$ cat config.mk
export PLATFORM = sky130hd
export DESIGN_NAME = wb_register_file_flat
export DESIGN_NICKNAME = d
export VERILOG_FILES = /design/src/rtl/wb_register_file_if.sv /design/src/rtl/wb_register_file.sv /design/src/flat_wrapper.sv
export SDC_FILE = /design/constraint.sdc
export NUM_CORES = 2
export LEC_CHECK = 0
export CORE_MARGIN = 3
export CORE_UTILIZATION = 25
export DETAILED_ROUTE_END_ITERATION = 6
export PLACE_DENSITY_LB_ADDON = 0.3
export SETUP_SLACK_MARGIN = 0.5
export SLEW_MARGIN = 0
export SYNTH_ARGS = -nofsm -noshare
export SYNTH_HDL_FRONTEND = slang
export SYNTH_SLANG_ARGS = --single-unit
$ cat constraint.sdc
create_clock -name clk -period 2.4 [get_ports clk]
set_input_delay 0.48 -clock clk [delete_from_list [all_inputs] [get_ports clk]]
set_output_delay 0.48 -clock clk [all_outputs]
set_load 0.05 [all_outputs]
$ cat src/rtl/wb_register_file_if.sv
// ---------------------------------------------------------------------------
// wb_register_file_if
//   Bundles the writeback-commit inputs, the decode-read port and the
//   debug/trace outputs of the architectural register file.
//
//   Parameters
//     XLEN   data width of registers and of the read/write ports
//     NREG   number of registers (address width = $clog2(NREG))
//     CNT_W  width of the committed-write counter
//
//   Signals
//     regFileWe_WB      writeback enable from the WriteBack cycle
//     instrCode_WB      WB instruction, rd = [11:7]
//     RFWDSrcMuxOut_WB  writeback data
//     instrCode_ID      decode instruction, rs1 = [19:15], rs2 = [24:20]
//     RFData1_ID        combinational read data for rs1
//     RFData2_ID        combinational read data for rs2
//     wbCount           committed writes since reset (wraps)
//     lastWbAddr        rd of the most recent committed write
//     lastWbData        data of the most recent committed write
//
//   Modports
//     master  pipeline side: drives WB/ID inputs, observes read/trace data
//     slave   register file side
// ---------------------------------------------------------------------------
interface wb_register_file_if #(
    parameter int XLEN  = 32,
    parameter int NREG  = 32,
    parameter int CNT_W = 32
);
    localparam int AW = $clog2(NREG);

    logic              regFileWe_WB;
    logic [31:0]       instrCode_WB;
    logic [XLEN-1:0]   RFWDSrcMuxOut_WB;
    logic [31:0]       instrCode_ID;
    logic [XLEN-1:0]   RFData1_ID;
    logic [XLEN-1:0]   RFData2_ID;
    logic [CNT_W-1:0]  wbCount;
    logic [AW-1:0]     lastWbAddr;
    logic [XLEN-1:0]   lastWbData;

    modport master (
        output regFileWe_WB, instrCode_WB, RFWDSrcMuxOut_WB, instrCode_ID,
        input  RFData1_ID, RFData2_ID, wbCount, lastWbAddr, lastWbData
    );

    modport slave (
        input  regFileWe_WB, instrCode_WB, RFWDSrcMuxOut_WB, instrCode_ID,
        output RFData1_ID, RFData2_ID, wbCount, lastWbAddr, lastWbData
    );
endinterface

$ cat src/rtl/wb_register_file.sv
// ---------------------------------------------------------------------------
// wb_register_file
//   Architectural register file at the receiving end of the writeback path.
//   Commits WriteBack-cycle results (we=1, rd!=0) on the rising clock edge,
//   serves two combinational read ports to Decode, and keeps a wrapping
//   committed-write counter plus a last-write record for debug/trace.
//   x0 reads as zero and is never written.
//
//   Ports
//     clk    pipeline clock, all state updates on posedge
//     reset  asynchronous, active-low reset
//     bus    wb_register_file_if.slave (WB commit, ID reads, trace outputs)
//
//   Configuration macro
//     REGFILE_BYPASS_EN  when defined, a committing write whose rd matches
//                        rs1/rs2 is forwarded to that read port in the same
//                        cycle. When undefined, reads see stored contents
//                        only and decode must stall one extra cycle on a
//                        same-cycle WB/ID match.
// ---------------------------------------------------------------------------
module wb_register_file #(
    parameter int XLEN  = 32,
    parameter int NREG  = 32,
    parameter int CNT_W = 32
) (
    input  logic                 clk,
    input  logic                 reset,
    wb_register_file_if.slave    bus
);
    localparam int AW = $clog2(NREG);

    logic [XLEN-1:0]  regs [NREG];
    logic [CNT_W-1:0] wb_count;
    logic [AW-1:0]    last_addr;
    logic [XLEN-1:0]  last_data;

    logic [AW-1:0]    rd;
    logic [AW-1:0]    rs1;
    logic [AW-1:0]    rs2;
    logic             commit;

    assign rd  = bus.instrCode_WB[7 +: AW];
    assign rs1 = bus.instrCode_ID[15 +: AW];
    assign rs2 = bus.instrCode_ID[20 +: AW];

    // Gating with reset also blocks same-cycle forwarding while in reset.
    assign commit = reset && bus.regFileWe_WB && (rd != '0);

    // Instruction fields outside rd/rs1/rs2 are irrelevant here.
    logic unused_instr_bits;
    assign unused_instr_bits = ^{bus.instrCode_WB[31:7+AW], bus.instrCode_WB[6:0],
                                 bus.instrCode_ID[31:20+AW], bus.instrCode_ID[14:0]};

    // NOTE: the register array is reset like any other state because the
    // architecture requires every register to read 0 after reset; this costs
    // reset fan-out to every entry instead of allowing a RAM macro.
    always_ff @(posedge clk or negedge reset) begin
        if (!reset) begin
            for (int i = 0; i < NREG; i++) begin
                regs[i] <= '0;
            end
            wb_count  <= '0;
            last_addr <= '0;
            last_data <= '0;
        end else if (commit) begin
            // NOTE: non-blocking assignments here so every flop samples the
            // pre-edge values, independent of statement order.
            regs[rd]  <= bus.RFWDSrcMuxOut_WB;
            wb_count  <= wb_count + CNT_W'(1);
            last_addr <= rd;
            last_data <= bus.RFWDSrcMuxOut_WB;
        end
    end

    // NOTE: blocking assignments with a default first keep this block purely
    // combinational; a missing default on any path would infer a latch.
    always_comb begin
        bus.RFData1_ID = (rs1 == '0) ? '0 : regs[rs1];
        bus.RFData2_ID = (rs2 == '0) ? '0 : regs[rs2];
`ifdef REGFILE_BYPASS_EN
        // commit implies rd!=0, so a match never forwards onto x0.
        if (commit && (rs1 == rd)) bus.RFData1_ID = bus.RFWDSrcMuxOut_WB;
        if (commit && (rs2 == rd)) bus.RFData2_ID = bus.RFWDSrcMuxOut_WB;
`endif
    end

    assign bus.wbCount    = wb_count;
    assign bus.lastWbAddr = last_addr;
    assign bus.lastWbData = last_data;
endmodule

$ cat src/flat_wrapper.sv
// flat-port wrapper written by rule: the top's interface ports become plain ports
module wb_register_file_flat 
#(
    parameter int XLEN  = 32,
    parameter int NREG  = 32,
    parameter int CNT_W = 32
)
  (clk, reset, bus_regFileWe_WB, bus_instrCode_WB, bus_RFWDSrcMuxOut_WB, bus_instrCode_ID, bus_RFData1_ID, bus_RFData2_ID, bus_wbCount, bus_lastWbAddr, bus_lastWbData);
  wb_register_file_if #(.XLEN(XLEN), .NREG(NREG), .CNT_W(CNT_W)) bus_i ();
  input  logic clk;
  input  logic reset;
  input wire logic [$bits(bus_i.regFileWe_WB)-1:0] bus_regFileWe_WB;
  input wire logic [$bits(bus_i.instrCode_WB)-1:0] bus_instrCode_WB;
  input wire logic [$bits(bus_i.RFWDSrcMuxOut_WB)-1:0] bus_RFWDSrcMuxOut_WB;
  input wire logic [$bits(bus_i.instrCode_ID)-1:0] bus_instrCode_ID;
  output wire logic [$bits(bus_i.RFData1_ID)-1:0] bus_RFData1_ID;
  output wire logic [$bits(bus_i.RFData2_ID)-1:0] bus_RFData2_ID;
  output wire logic [$bits(bus_i.wbCount)-1:0] bus_wbCount;
  output wire logic [$bits(bus_i.lastWbAddr)-1:0] bus_lastWbAddr;
  output wire logic [$bits(bus_i.lastWbData)-1:0] bus_lastWbData;
  assign bus_i.regFileWe_WB = bus_regFileWe_WB;
  assign bus_i.instrCode_WB = bus_instrCode_WB;
  assign bus_i.RFWDSrcMuxOut_WB = bus_RFWDSrcMuxOut_WB;
  assign bus_i.instrCode_ID = bus_instrCode_ID;
  assign bus_RFData1_ID = bus_i.RFData1_ID;
  assign bus_RFData2_ID = bus_i.RFData2_ID;
  assign bus_wbCount = bus_i.wbCount;
  assign bus_lastWbAddr = bus_i.lastWbAddr;
  assign bus_lastWbData = bus_i.lastWbData;
  wb_register_file #(.XLEN(XLEN), .NREG(NREG), .CNT_W(CNT_W)) u_core (.clk(clk), .reset(reset), .bus(bus_i));
endmodule
# Word-level counts from Yosys, hierarchy flattened

Cells that the tools add are included.

Add/sub/neg operators: 1
Multipliers: 0
Divide/modulo/power cells: 0
Order comparisons: 4
Equal/unequal tests: 0
Shift-type cells: 0
Mux-type cells: 11
Bitwise logic cells: 3
Reductions and logical operators: 6

Operators by type and width:

| cell                  | count |
|---|---|
| $bwmux 1024           | 1 |
| $bmux 32 s5           | 2 |
| $mux 32               | 7 |
| $demux 32 s5          | 1 |
| $add 32x1->32 const B | 1 |
| $ge 6x6->1 const B    | 3 |
| $not 5->6             | 3 |
| $logic_not 5->1       | 2 |
| $lt 6x1->1 const B    | 1 |
| $reduce_bool 5->1     | 1 |
| $logic_and 1x1->1     | 3 |

Flip-flop bits (word level): 1093
Latch bits: 0
RAM bits: 0
ROM bits: 0
Input bits: 99
Memories kept: 0

# Longest topological paths before layout

Depth in word-level cells: 6
Mapped depth: 7
Mapped depth without buffers: 5

# Worst setup path before layout

Ideal clock, no wire load.

Path type: input-to-output
Start point: input port bus_instrCode_ID[21]
End point: output port bus_RFData2_ID[28]
Arrival time: 2.814 ns
Setup slack: -0.894 ns
Stages: 7
Buffers on the path: 3
Path through: buf_4 buf_6 nor2b_1 buf_2 a221oi_1 o21ai_0 a311oi_1

Word-level cells in the longest chain between the ends: 5

Ends and longest elaborated chain:

| element                                     | line                   | text |
|---|---|---|
| from (decl)                                 | flat_wrapper.sv:15     | `input wire logic [$bits(bus_i.instrCode_ID)-1:0] bus_instrCode_ID;` |
| $not 5->6 (implied by the code)             | wb_register_file.sv:79 | `bus.RFData2_ID = (rs2 == '0) ? '0 : regs[rs2];` |
| $bmux 32 s5                                 | wb_register_file.sv:79 |  |
| $mux 32 (implied by the code) (2 in series) | wb_register_file.sv:79 |  |
| $mux 32 *                                   | wb_register_file.sv:79 |  |
| to (decl)                                   | flat_wrapper.sv:17     | `output wire logic [$bits(bus_i.RFData2_ID)-1:0] bus_RFData2_ID;` |

Mark *: on every way between the ends. The rest lies on a longest branch, timed or not. The select of a mux whose other input is x is not followed.

# Final worst setup path

Start point: register u_core.regs[867] (netlist name)
End point: output port bus_RFData1_ID[3]

Word-level cells in the longest chain between the ends: 4

Ends and longest elaborated chain:

| element                                     | line                   | text |
|---|---|---|
| from (decl)                                 | wb_register_file.sv:32 | `logic [XLEN-1:0] regs [NREG];` |
| from (signal, indexed assignment)           | wb_register_file.sv:68 | `regs[rd] <= bus.RFWDSrcMuxOut_WB;` |
| $bmux 32 s5                                 | wb_register_file.sv:78 | `bus.RFData1_ID = (rs1 == '0) ? '0 : regs[rs1];` |
| $mux 32 (implied by the code) (2 in series) | wb_register_file.sv:78 |  |
| $mux 32                                     | wb_register_file.sv:78 |  |
| to (decl)                                   | flat_wrapper.sv:16     | `output wire logic [$bits(bus_i.RFData1_ID)-1:0] bus_RFData1_ID;` |

Every way passes these cells. The select of a mux whose other input is x is not followed.

==> flow_metrics.env <==
export IMPL_outcome="complete, but fails checks"
export IMPL_violated_checks="setup timing"
export IMPL_worstPathBufferInverterCount=3
export IMPL_sequential_area_share_after_synthesis_pct=47.6
export IMPL_grt_first_pass_wirelength_um=313000
export IMPL_synth_top_area_share_pct=47.6
export IMPL_track_usage_pct=18.3
export IMPL_max_clock_freq_ghz=0.327
export IMPL_power_share_of_the_combinational_group_pct=22.1
export IMPL_tritoncts="done"
export IMPL_insertion_delay_to_the_later_sink_of_the_worst_skew_pair_ns=0.76
export IMPL_antenna_violations_before_repair=6
export IMPL_crit_path_cell_trace="mux4_2, mux2_4, o21ai_2, buf_4, a311oi_4, buf_12, buf_12"
export IMPL_remaining_drc_errors=0
export IMPL_cpMostUsedCell="buf_12"
export IMPL_layout_cell_share_with_drive_strength_beyond_1_pct=64.7
export IMPL_cts_path_max_buffers=3
export IMPL_power_density_nw_per_um2=691
export IMPL_ys_dominant_reg_cell="dfrtp_1"
export IMPL_design_core_area_um2=228000
export IMPL_top_level_pins=232
export IMPL_worst_setup_path_start_kind="register"
export IMPL_crit_type="register to output pin"
export IMPL_cts_reportedPaths_clkPinSlew_ns=0.06
export IMPL_clkPwrFrac_pct=35.7
export IMPL_die_height_um=485
export IMPL_gpl_final_weighted_congestion=0.809
export IMPL_clock_tree_htree_level_count=3
export IMPL_setup_violations_final=64
export IMPL_final_critical_path_setup_slack_ns=-0.654
export IMPL_final_antenna_net_count=0
export IMPL_tightest_slew_ns=0.975
export IMPL_row_count=175
export IMPL_cts_root_buffer="clkbuf_16"
export IMPL_port_buffer_count=182
export IMPL_via_count_of_the_first_global_routing_pass=40537
export IMPL_critical_path_max_stage_delay_ns=0.47
export IMPL_holdCritPathClass="input port to register"
export IMPL_netlist_cell_type_count=45
export IMPL_power_report_internal_total_mw=38.2
export IMPL_seq_power_share_pct=42.2
export IMPL_layout_cells_most_common_list="1076 x dfrtp_1, 1026 x mux2_2, 488 x buf_4, 448 x mux4_2, 295 x buf_12"
export IMPL_timing_final_max_slew_violations=0
export IMPL_max_slew_margin_rel_pct=35.0
export IMPL_area_growth_syn_to_layout_pct=34.9
export IMPL_crit_end_element="output pin"
export IMPL_numCtsBuffers=118
export IMPL_power_switching_mw=15.4
export IMPL_ys_seq_elements=1093
export IMPL_layout_area_seq_um2=27400
export IMPL_sw_frac_of_total_pct=28.8
export IMPL_via_per_inst=5.17
export IMPL_clock_sinks=1093
export IMPL_mappedNetlistNets=3958
export IMPL_post_synth_main_area_contributors="dfrtp_1 48%, mux2_2 21%, mux4_2 18%"
export IMPL_grt_start_max_net_pins=170
export IMPL_nFillCells=21788
export IMPL_yosys_warnings=0
export IMPL_fin_skew_ns=0.0232
export IMPL_wire_per_inst_um=29.5
export IMPL_mostFrequentLayoutCell="dfrtp_1"
export IMPL_rsz_0062_raised_after_global_routing="yes"
export IMPL_worst_endpoint_arrival_ns=2.57
export IMPL_dr_total_vias=39054
export IMPL_fin_crit_sh_pct=127
export IMPL_synth_enable_flop_cells=0
export IMPL_worst_hold_margin_ns=0.255
export IMPL_multiInputGateArea_um2=31100
export IMPL_critical_path_max_fanout=3
export IMPL_netlist_instances=3858
export IMPL_finalCriticalPeriod_ns=3.05
export IMPL_endpoint_required_time_on_the_critical_path_ns=1.92
export IMPL_synthesis_area_um2=57500
export IMPL_power_leakage_nw=33.3
export IMPL_drt_pass1_iter_count=5
export IMPL_post_synth_arst_share_pct=100
export IMPL_final_core_utilization_pct=34.0
export IMPL_post_synthesis_average_cell_area_um2=14.9
export IMPL_worst_supply_voltage_drop_on_vdd_uv=687
export IMPL_cp_top_family="multiplexers"
export IMPL_die_x_um=485
export IMPL_detail_route_wirelength_um=223000
export IMPL_maximum_capacitance_violations=0
export IMPL_critPathSlowestCell="mux4_2"
export IMPL_area_enclosed_by_the_die_boundary_um2=236000
export IMPL_hpwlAfterDp_um=146000
export IMPL_synth_largest_area_cell="dfrtp_1"
export IMPL_detail_route_iter0_violations=2940
export IMPL_finalHoldViolations=0
export IMPL_final_net_count=4541
export IMPL_gr_total_overflow=0
export IMPL_floorplan_initialDensity_pct=25.2
-- worst paths after layout --
check,start,endpoint,slack [ns],cells past startpoint
worst max-delay path,u_core.regs[867],bus_RFData1_ID[3],-0.65,7
worst min-delay path,reset,u_core.bus.lastWbAddr[1],0.25,4
worst max register to register,u_core.bus.wbCount[1],u_core.bus.wbCount[8],0.67,6
worst min register to register,u_core.regs[1010],u_core.regs[1010],0.39,0
max in group asynchronous,reset,u_core.bus.wbCount[11],0.70,6
min in group asynchronous,reset,u_core.regs[1013],0.62,4
-- stage by stage --
step / TNS [ns] / instance area, um^2 / power, mW / instances / setup slack (ns)
2_1_floorplan: -1.91 / 60200 / 29.8 / 3858 / -0.0890
5_1_grt: -35.82 / 77500 / 55.6 / 7554 / -0.711
3_3_place_gp: -261.90 / 71300 / 34.0 / 7224 / -0.690
3_5_place_dp: -268.61 / 71300 / 34.2 / 7224 / -0.658
6_report: -31.35 / 77500 / 53.6 / 7555 / -0.654
4_1_cts: -35.93 / 76300 / 53.8 / 7489 / -0.714
-- cell type report --
type / count / area share (%)
Inverter: 5 / 0.0307
Multi-Input combinational cell: 2320 / 40.1
Clock buffer: 175 / 4.57
Timing Repair Buffer: 903 / 14.5
Clock inverter: 47 / 0.625
Tap cell: 3009 / 4.86
Antenna cell: 3 / 0.00969
Sequential cell: 1093 / 35.3
-- sequential cells by signal, indices dropped and copies added, names as in the netlist --
name / count
u_core.regs: 1024
u_core.bus.lastWbData: 32
u_core.bus.wbCount: 32
u_core.bus.lastWbAddr: 5
-- synth_stat cells (17+ instances only) --
| cell | number |
|---|---|
| a211oi_1 | 66 |
| a221oi_1 | 17 |
| a22oi_1 | 64 |
| a311oi_1 | 64 |
| buf_1 | 46 |
| buf_2 | 134 |
| buf_4 | 76 |
| clkbuf_1 | 180 |
| dfrtp_1 | 1093 |
| mux2_1 | 26 |
| mux2_2 | 1067 |
| mux2i_1 | 128 |
| mux4_2 | 448 |
| nand2_1 | 114 |
| nand4_1 | 21 |
| nor2_1 | 17 |
| nor2b_1 | 71 |
| o2111ai_1 | 47 |
| o21ai_0 | 73 |
| xnor2_1 | 26 |
-- layer usage --
metal | wire length, um | GRT usage (%) | share of wire, %
met3 | 11000 | 2.54 | 4.9
met5 | 0 | 0 | 0
met1 | 94200 | 24.0 | 42
met2 | 109000 | 30.6 | 49
met4 | 8650 | 6.73 | 3.9
-- worst register-to-register path: cells and delay by family, from the launching register on --
kind	cells	cell delay [ns]
adder cells (fa/ha/maj)	1	0.21
flip-flops	1	0.40
AO/OA/AOI/OAI	1	0.36
buffers and inverters	1	0.19
AND/OR/NAND/NOR	2	0.34
XOR/XNOR	1	0.15
-- cells by family (layout without fill, tap and decap cells) --
family	Yosys count	count (layout)	share of synthesized area (%)
simple gates	277	277	2.54
flops	1093	1093	47.6
fa+ha+maj	1	1	0.0218
xor+xnor	31	31	0.473
mux	1669	1669	41.2
compound gates	342	342	4.39
other cells	0	3	0
buf+inv	445	1130	3.75
-- power by group through the flow --
| stage | logic, mW | clock network (mW) | registers (mW) |
|---|---|---|---|
| 4_1_cts | 11.7 | 19.5 | 22.5 |
| 5_1_grt | 12.5 | 20.2 | 22.9 |
| 6_report | 11.9 | 19.1 | 22.6 |
| 3_5_place_dp | 11.3 | 0 | 22.9 |
| 3_3_place_gp | 11.2 | 0 | 22.8 |
| 2_1_floorplan | 7.05 | 0 | 22.7 |
-- timing repair --
action / in CTS / in global routing
hold buffers: 2 / 0
buffers inserted: 40 / 50
pin swaps: 63 / 35
setup endpoints to repair: 275 / 351
gates resized for setup: 579 / 94
cloned: 1 / 13
hold endpoints to repair: 33 / 0
No activity file was read; power rests on OpenSTA's default activity.
